[src/rtl/rom_fetch_unit_pkg.sv]
// Shared constants and types for the boot-ROM instruction fetch front end.
package rom_fetch_unit_pkg;

    localparam int ROM_ADDR_W = 9;
    localparam int INSTR_W    = 32;
    localparam logic [31:0]        RESET_VECTOR = 32'h0000_0000;
    localparam logic [INSTR_W-1:0] NOP          = '0;

    typedef struct packed {
        logic [31:0]        pc;
        logic [INSTR_W-1:0] instr;
    } fetch_entry_t;

    // Fetch is word-granular; the low byte-offset bits are discarded.
    function automatic logic [31:0] align_pc(input logic [31:0] pc);
        return {pc[31:2], 2'b00};
    endfunction

endpackage

[src/rtl/rom_fetch_unit_fetch_fifo.sv]
// Small {pc,instr} FIFO between the ROM return path and the decoder.
// Flush empties it in one cycle; head reads zero while empty.
module fetch_fifo
    import rom_fetch_unit_pkg::*;
#(
    parameter  int DEPTH = 2,
    localparam int PTR_W = $clog2(DEPTH),
    localparam int OCC_W = PTR_W + 1
) (
    input  logic               clk,
    input  logic               rst,
    input  logic               push,
    input  fetch_entry_t       push_data,
    input  logic               pop,
    input  logic               flush,
    output fetch_entry_t       head,
    output logic [OCC_W-1:0]   occ
);

    logic [PTR_W-1:0] wr_ptr_reg;
    logic [PTR_W-1:0] rd_ptr_reg;
    logic [OCC_W-1:0] occ_reg;
    fetch_entry_t     entry_q [DEPTH];

    always_ff @(posedge clk or posedge rst) begin
        if (rst) begin
            wr_ptr_reg <= '0;
            rd_ptr_reg <= '0;
            occ_reg    <= '0;
        end else if (flush) begin
            wr_ptr_reg <= '0;
            rd_ptr_reg <= '0;
            occ_reg    <= '0;
        end else begin
            if (push) wr_ptr_reg <= wr_ptr_reg + PTR_W'(1);
            if (pop)  rd_ptr_reg <= rd_ptr_reg + PTR_W'(1);
            occ_reg <= occ_reg + OCC_W'(push) - OCC_W'(pop);
        end
    end

    // Storage carries no reset; occupancy alone decides what is valid.
    genvar gi;
    generate
        for (gi = 0; gi < DEPTH; gi++) begin : g_entry
            fetch_entry_t entry_reg;
            always_ff @(posedge clk) begin
                if (push && !flush && wr_ptr_reg == PTR_W'(gi))
                    entry_reg <= push_data;
            end
            assign entry_q[gi] = entry_reg;
        end
    endgenerate

    assign head = (occ_reg != '0) ? entry_q[rd_ptr_reg] : '0;
    assign occ  = occ_reg;

endmodule

[src/rtl/rom_fetch_unit.sv]
// Instruction fetch front end: issues ROM reads, tracks the one in-flight word,
// buffers returns and hands {pc,instr} to the decoder; redirects flush everything.
module rom_fetch_unit
    import rom_fetch_unit_pkg::*;
#(
    parameter logic [31:0] RESET_PC = RESET_VECTOR,
    parameter int          ADDR_W   = ROM_ADDR_W,
    parameter int          DEPTH    = 2
) (
    input  logic              clk,
    input  logic              rst,
    output logic              rom_en,
    output logic [ADDR_W-1:0] rom_addr,
    input  logic [31:0]       rom_data,
    input  logic              redirect,
    input  logic [31:0]       redirect_pc,
    output logic              out_valid,
    input  logic              out_ready,
    output logic [31:0]       out_pc,
    output logic [31:0]       out_instr,
    output logic              align_err
);

    localparam int OCC_W = $clog2(DEPTH) + 1;
    localparam int CNT_W = OCC_W + 1;

    logic        running_reg;
    logic [31:0] fetch_pc_reg;
    logic [31:0] tag_reg;
    logic        inflight_reg;
    logic        align_err_reg;

    logic [OCC_W-1:0] fifo_occ;
    fetch_entry_t     fifo_head;
    fetch_entry_t     push_entry;
    logic             fifo_empty;
    logic             pop;
    logic             fifo_pop;
    logic             push;
    logic             issue;
    logic [CNT_W-1:0] pending;

    assign fifo_empty = (fifo_occ == '0);
    assign out_valid  = !fifo_empty || inflight_reg;
    assign pop        = out_valid && out_ready;
    assign fifo_pop   = pop && !fifo_empty;

    // A returning word goes straight to the decoder when the FIFO is empty,
    // which is what gives rom_en -> out_valid a single cycle.
    assign push = inflight_reg && !redirect && !(fifo_empty && pop);

    // Slots already spoken for after this cycle's pop; never exceed DEPTH.
    assign pending = CNT_W'(fifo_occ) + CNT_W'(inflight_reg) - CNT_W'(pop);
    assign issue   = running_reg && !redirect && (pending < CNT_W'(DEPTH));

    assign rom_en   = issue;
    assign rom_addr = fetch_pc_reg[ADDR_W+1:2];
    assign align_err = align_err_reg;
    assign push_entry = '{pc: tag_reg, instr: rom_data};

    always_comb begin
        out_pc    = 32'h0;
        out_instr = NOP;
        if (!fifo_empty) begin
            out_pc    = fifo_head.pc;
            out_instr = fifo_head.instr;
        end else if (inflight_reg) begin
            out_pc    = tag_reg;
            out_instr = rom_data;
        end
    end

    // Clearing inflight on a redirect is the kill: the word coming back from
    // the read issued before the redirect is never pushed or presented.
    always_ff @(posedge clk or posedge rst) begin
        if (rst) begin
            running_reg   <= 1'b0;
            fetch_pc_reg  <= RESET_PC;
            tag_reg       <= 32'h0;
            inflight_reg  <= 1'b0;
            align_err_reg <= 1'b0;
        end else begin
            running_reg   <= 1'b1;
            align_err_reg <= redirect && (redirect_pc[1:0] != 2'b00);
            if (redirect) begin
                fetch_pc_reg <= align_pc(redirect_pc);
                inflight_reg <= 1'b0;
            end else if (issue) begin
                inflight_reg <= 1'b1;
                tag_reg      <= fetch_pc_reg;
                fetch_pc_reg <= fetch_pc_reg + 32'd4;
            end else begin
                inflight_reg <= 1'b0;
            end
        end
    end

    fetch_fifo #(.DEPTH(DEPTH)) u_fifo (
        .clk       (clk),
        .rst       (rst),
        .push      (push),
        .push_data (push_entry),
        .pop       (fifo_pop),
        .flush     (redirect),
        .head      (fifo_head),
        .occ       (fifo_occ)
    );

endmodule

[config.mk]
export PLATFORM = sky130hd
export DESIGN_NAME = rom_fetch_unit
export DESIGN_NICKNAME = d
export VERILOG_FILES = /design/src/rtl/rom_fetch_unit_pkg.sv /design/src/rtl/rom_fetch_unit_fetch_fifo.sv /design/src/rtl/rom_fetch_unit.sv
export SDC_FILE = /design/constraint.sdc
export NUM_CORES = 1
export LEC_CHECK = 0
export CELL_PAD_IN_SITES_DETAIL_PLACEMENT = 1
export CELL_PAD_IN_SITES_GLOBAL_PLACEMENT = 1
export CORE_ASPECT_RATIO = 1.75
export CORE_MARGIN = 4
export CORE_UTILIZATION = 45
export DETAILED_ROUTE_END_ITERATION = 16
export DONT_BUFFER_PORTS = 1
export PLACE_DENSITY = 0.8
export SYNTH_ARGS = -nofsm -noshare
export SYNTH_HDL_FRONTEND = slang
export SYNTH_SLANG_ARGS = --single-unit
[constraint.sdc]
create_clock -name clk -period 5.2 [get_ports clk]
set_input_delay 1.56 -clock clk [delete_from_list [all_inputs] [get_ports clk]]
set_output_delay 1.56 -clock clk [all_outputs]
set_load 0.005 [all_outputs]
==> out/results.ini, run 1 <==
[logic_synthesis]
syn_area_per_cell_sq_um = 11.8
synth_enable_flop_cells = 124
yosys.area.top_type = edfxtp_1
synth.ff_latch_count = 191
asyncSetResetFlopFracSynth_pct = 35.1
syn_inst = 738
synthDominantCellAreaShare_pct = 42.8
dominant_cells_by_area_after_synthesis = edfxtp_1 (43%), dfrtp_1 (19%), mux2i_1 (7.1%), nand3_1 (5.0%), nand2_1 (4.7%)
ys_types = 56
portion_of_the_post_synthesis_area_used_by_sequential_elements_pct = 62.1
netlist_area_sq_um = 8690
synth_top_flop_cell = edfxtp_1
synth-warning-count = 0

[clock_tree]
hold_buffers = 0
buffer_type_at_the_clock_tree_root = clkbuf_16
clk_pin_slew_ns = 0.07
cts_repair_resize_count = 0
clock_sinks = 191
cts_tree = yes
total_clock_buffers_created_by_cts = 17
post-cts-setup-buffers = 0
cts.htree.levels = 4
worst_skew_pair.late_latency_ns = 0.43
clockBufferDepth = 2

[power]
power_switching_mw = 1.87
power.share.sequential_pct = 45.2
power.share.combinational_pct = 28.6
internal-power_mw = 3.15
clockPowerShare_pct = 26.2
totalPowerFinal_mw = 5.02
power_per_cell_area_nw_per_um2 = 534
power.ir.vdd_worst_mv = 0.304
power.static_leakage_nw = 3.34
power.switching_fraction_pct = 37.3

[critical_path]
critical_path_source_type = input pin
worst_ep_arrival_time_ns = 3.19
worst_ep_required_time_ns = 3.64
critPathCaptureType = output port
critical_path_peak_fanout = 4
timing_worst_setup_path_type = input pin to output port

[placed_design]
placement.cell_area_sq_um = 8810
gpl_wtd_cong = 0.855
placed_cells_incl_taps = 933
dp.final_hpwl_um = 14900
buffer_ports.inserted = 0

[final_layout]
mostFrequentLayoutCell = edfxtp_1
flip_flop_count_of_the_largest_register_all_copies_and_words_added = 124
layout.cell_area.non_filler_sq_um = 9410
final_layout_fill_cell_count = 2012
num-nets-final = 784
finish.cell_count_without_fillers = 964
most_used_cells_in_the_layout_excluding_fill_and_tap_cells = edfxtp_1 (124), nand2_1 (110), nand3_1 (87)
antenna_cells = 0
synthToLayoutAreaGrowth_pct = 8.20
layout-drive-gt1-share_pct = 8.02

[die]
fp.dieW_um = 113
die_height_um = 192
rows = 67
fp.dieArea_sq_um = 21700
fp.coreArea_sq_um = 19100
start_util_pct = 45.5
io-pin-count = 144

[timing]
period_minus_slack_ns = 4.75
timing_max_transition_violations_final = 0
rsz_0062_raised_after_global_routing = false
worst_slew_pin_slew_ns = 1.11
clock-skew-final_ns = 0.0133
setup_total_negative_slack_ns = 0
setup_violations = 0
timing_hold_violations_final = 0
fin_crit_sh_pct = 91.3
clock.fmax_mhz = 211
worst_slew_margin_rel_pct = 26.0

[global_route]
first_global_vias = 6294
grt_util_all_layers_pct = 20.4
largest_net_degree_at_the_start_of_global_routing = 65
grt_overflow = 0
initial_antenna_violation_count = 0
first_pass_grt_wire_length_um = 34500

[detailed_routing]
initialDrtViolationCount = 229
detailroute.via_count = 5706
drt_wl_total_um = 21600
wl_per_cell_um = 22.4
detail_route.first_pass.iterations = 4
postRouteAntennaNets = 0
drc = 0
route.detailed.vias_per_inst = 5.92

[run_status]
status = completed

[flow_run]
total_of_max_cap_violations = 0

[min_path]
worstHoldPathType = register to register

==> per-stage QoR <==
stage	worst slack (ns)	hold slack (ns)	util [%]
2_1_floorplan	0.327	0.463	-
3_3_place_gp	0.491	0.482	46.1
3_5_place_dp	0.466	0.489	46.1
4_1_cts	0.403	0.503	49.2
5_1_grt	0.324	0.533	49.2
6_report	0.451	0.500	49.2
==> critical path, stage by stage <==
cell      delay [ns]
and2_1          0.12
ha_1            0.25
nand2b_1        0.16
fa_1            0.56
and2_1          0.24
nand3_2         0.17
inv_1           0.11
==> metal layers <==
layer  wire length [um]  up-vias  global-route usage, %
li1                   -     2679                      -
met1               8330     2829                   23.2
met2              11700      144                   36.7
met3                712       54                   3.94
met4                914        0                   9.63
met5                  0        -                      0
==> power by group through the flow <==
stage	registers (mW)	logic (mW)	clock network (mW)
after global routing	2.31	1.61	1.43
after global placement	2.26	1.37	0
after floorplan	2.10	1.19	0
final	2.27	1.43	1.32
after detailed placement	2.30	1.45	0
after CTS	2.27	1.47	1.35
==> synthesized netlist by cell type (all sizes together) (4+ instances only) <==
master	number
o211ai	10
or4	5
nand4	19
a21oi	4
and2	5
a22oi	7
and4	6
a211o	4
nand2	111
inv	12
clkbuf	22
and3	7
ha	4
dfrtp	67
nor3	11
buf	39
nor2b	5
edfxtp	124
o21ai	69
mux2i	62
xnor2	5
nor2	9
o311ai	12
nand3	89
==> cell type report <==
| class | instances | area [sq um] | share of cell area (%) |
|---|---|---|---|
| flip-flops and latches | 191 | 5410 | 57.5 |
| multi-input cells | 475 | 2960 | 31.4 |
| clock buffers | 19 | 433 | 4.60 |
| well taps | 241 | 302 | 3.21 |
| clock inverters | 12 | 161 | 1.72 |
| repair buffers | 14 | 105 | 1.12 |
| inverters | 12 | 45.0 | 0.479 |
==> worst paths after layout <==
check | startpoint | slack [ns] | end | depth (start not counted)
setup / recovery | out_ready | 0.45 | rom_en | 7
hold / removal | tag_reg[17] | 0.50 | u_fifo.entry_q[113] | 0
setup reg to reg | u_fifo.occ[1] | 1.08 | fetch_pc_reg[4] | 12
hold reg to reg | tag_reg[17] | 0.50 | u_fifo.entry_q[113] | 0
max in group asynchronous | rst | 3.48 | u_fifo.rd_ptr_reg | 2
min in group asynchronous | rst | 0.97 | fetch_pc_reg[3] | 1
==> logic make-up after synthesis <==
family / share of synthesized area [%]
DFF: 62.1
AOI/OAI and AO/OA: 9.02
buffers and inverters: 4.09
adders and majority gates: 0.806
other: 0.0864
xor gates and xnor gates: 0.921
and+or+nand+nor: 15.8
muxes: 7.14
No activity file was read; power rests on OpenSTA's default activity.
==> run 2: changes to the inputs <==
--- a/config.mk
+++ b/config.mk
@@ -9,10 +9,10 @@
 export CELL_PAD_IN_SITES_GLOBAL_PLACEMENT = 1
 export CORE_ASPECT_RATIO = 1.75
 export CORE_MARGIN = 4
-export CORE_UTILIZATION = 45
+export CORE_UTILIZATION = 51
 export DETAILED_ROUTE_END_ITERATION = 16
 export DONT_BUFFER_PORTS = 1
-export PLACE_DENSITY = 0.8
+export PLACE_DENSITY = 0.88
 export SYNTH_ARGS = -nofsm -noshare
 export SYNTH_HDL_FRONTEND = slang
 export SYNTH_SLANG_ARGS = --single-unit
==> run 2 against run 1 <==
- flip-flop and latch count stayed put
- via count is 2.9% higher
- fmax is 0.32% higher
- total power is 2.0% lower
- setup slack better by 0.015 ns
- die area is 11% lower
- non-clock buffer count is 4 lower
- critical path depth stayed put
- register-to-register slack worse by 0.02 ns
- routed wire length is 0.31% lower
- final cell count is 2.1% lower
- highest routed layer unchanged
==> out/results.ini, run 2 (same netlist as run 1, synthesis figures left out) <==
[clock_tree]
clock_sinks = 191  ; unchanged
clk_pin_slew_ns = 0.06  ; about the same
hold_buffers = 0  ; unchanged
total_clock_buffers_created_by_cts = 17  ; unchanged
cts_repair_resize_count = 0  ; unchanged
clockBufferDepth = 2  ; unchanged
cts_tree = yes
post-cts-setup-buffers = 0  ; unchanged
buffer_type_at_the_clock_tree_root = clkbuf_16
cts.htree.levels = 4  ; unchanged
worst_skew_pair.late_latency_ns = 0.43  ; about the same

[placed_design]
pre_cts_slack_ns = 0.445  ; -0.0212 ns
dp.final_hpwl_um = 14500  ; -2.9%
gpl_wtd_cong = 0.822  ; -3.8%
placement.cell_area_sq_um = 8770  ; -0.44%
buffer_ports.inserted = 0  ; unchanged

[power]
power.ir.vdd_worst_mv = 0.255  ; -16%
power_per_cell_area_nw_per_um2 = 528  ; -1.0%
power.static_leakage_nw = 3.31  ; -0.87%

[detailed_routing]
drt_wl_total_um = 21600  ; -0.31%
drc = 0  ; unchanged
wl_per_cell_um = 22.8  ; +1.8%
detail_route.first_pass.iterations = 4  ; unchanged
postRouteAntennaNets = 0  ; unchanged
route.detailed.vias_per_inst = 6.22  ; +5.1%
initialDrtViolationCount = 404  ; +76%
detailroute.via_count = 5872  ; +2.9%

[timing]
worst_slew_pin_slew_ns = 1.11  ; -0.00392 ns
worst_slew_margin_rel_pct = 26.3  ; +0.26 points
timing.final.ws_setup_ns = 0.466  ; +0.0150 ns
hold-worst-slack_ns = 0.507  ; +0.00710 ns
setup_violations = 0  ; unchanged
rsz_0062_raised_after_global_routing = false
clock-skew-final_ns = 0.0147  ; +0.00140 ns
period_minus_slack_ns = 4.73  ; -0.0150 ns
clock.fmax_mhz = 211  ; +0.32%
fin_crit_sh_pct = 91.0  ; -0.29 points
setup_total_negative_slack_ns = 0  ; unchanged
timing_hold_violations_final = 0  ; unchanged
timing_max_transition_violations_final = 0  ; unchanged

[flow_run]
total_of_max_cap_violations = 0  ; unchanged

[critical_path]
timing_worst_setup_path_type = input pin to output port
critPathCaptureType = output port
critical_path_peak_fanout = 4  ; unchanged
critical_path_source_type = input pin
worst_ep_required_time_ns = 3.64  ; about the same
worst_ep_arrival_time_ns = 3.17  ; -0.02 ns

[min_path]
worstHoldPathType = register to register

[global_route]
largest_net_degree_at_the_start_of_global_routing = 127  ; +95%
grt_util_all_layers_pct = 23.1  ; +2.7 points
grt_overflow = 0  ; unchanged
first_global_vias = 6271  ; -0.37%
first_pass_grt_wire_length_um = 34800  ; +1.0%
initial_antenna_violation_count = 0  ; unchanged

[die]
die_height_um = 181  ; -5.8%
io-pin-count = 144  ; unchanged
rows = 62  ; -7.5%
fp.dieArea_sq_um = 19300  ; -11%
fp.dieW_um = 107  ; -5.6%
fp.coreArea_sq_um = 16600  ; -13%
start_util_pct = 52.4  ; +6.9 points

[final_layout]
layout-drive-gt1-share_pct = 7.36  ; -0.66 points
flip_flop_count_of_the_largest_register_all_copies_and_words_added = 124  ; unchanged
synthToLayoutAreaGrowth_pct = 7.20
antenna_cells = 0  ; unchanged
multiInputGateArea_sq_um = 2960  ; unchanged
regArea_sq_um = 5410  ; unchanged
layout.cell_area.non_filler_sq_um = 9320  ; -0.93%
mostFrequentLayoutCell = edfxtp_1
most_used_cells_in_the_layout_excluding_fill_and_tap_cells = edfxtp_1 (124), nand2_1 (110), nand3_1 (87)
final_layout_fill_cell_count = 1754  ; -13%
num-nets-final = 780  ; -0.51%

[run_status]
status = completed

-- run 2: per-layer routing --
metal  global-route usage (%)  share of wire (%)  vias up
li1                         -                  -     2675
met1                     27.2                 39     2939
met2                     39.3                 52      194
met3                     4.86                4.3       64
met4                     12.2                4.9        0
met5                        0                  0        -
-- run 2: final cells by class --
cell class	instances	share of cell area (%)
clock inverter	15	1.29
tap	224	3.01
inverter	12	0.483
multi-input combinational	475	31.7
sequential	191	58.0
clock buffer	17	4.56
timing repair buffer	10	0.940
-- run 2: path summary, 6_finish.rpt --
check	start	endpoint	slack [ns]	cells after the start
setup reg to reg	u_fifo.occ[1]	fetch_pc_reg[2]	1.06	12
hold reg to reg	tag_reg[18]	u_fifo.entry_q[114]	0.51	0
min in group asynchronous	rst	fetch_pc_reg[3]	1.18	1
max in group asynchronous	rst	u_fifo.rd_ptr_reg	3.07	2
setup / recovery	out_ready	rom_en	0.47	7
hold / removal	tag_reg[18]	u_fifo.entry_q[114]	0.51	0
-- run 2: stage by stage --
stage / cells / total power, mW / util, %
floorplan: 739 / 3.29 / -
global placement: 912 / 3.62 / 52.9
detailed placement: 912 / 3.74 / 52.9
CTS: 944 / 4.97 / 56.1
global route: 944 / 5.23 / 56.1
finish: 944 / 4.92 / 56.1
-- run 2: worst max-delay path: stages --
cell,delay [ns]
and2_1,0.13
ha_1,0.26
nand2b_1,0.16
fa_1,0.53
xnor2_4,0.25
nand3_2,0.17
inv_1,0.11
-- run 2: power breakdown --
part | leakage, nW | total (mW) | switching (mW) | internal [mW]
clock network | 0.264 | 1.21 | 0.557 | 0.657
logic | 1.08 | 1.44 | 0.972 | 0.471
registers | 1.96 | 2.27 | 0.347 | 1.92
total | 3.31 | 4.92 | 1.88 | 3.05
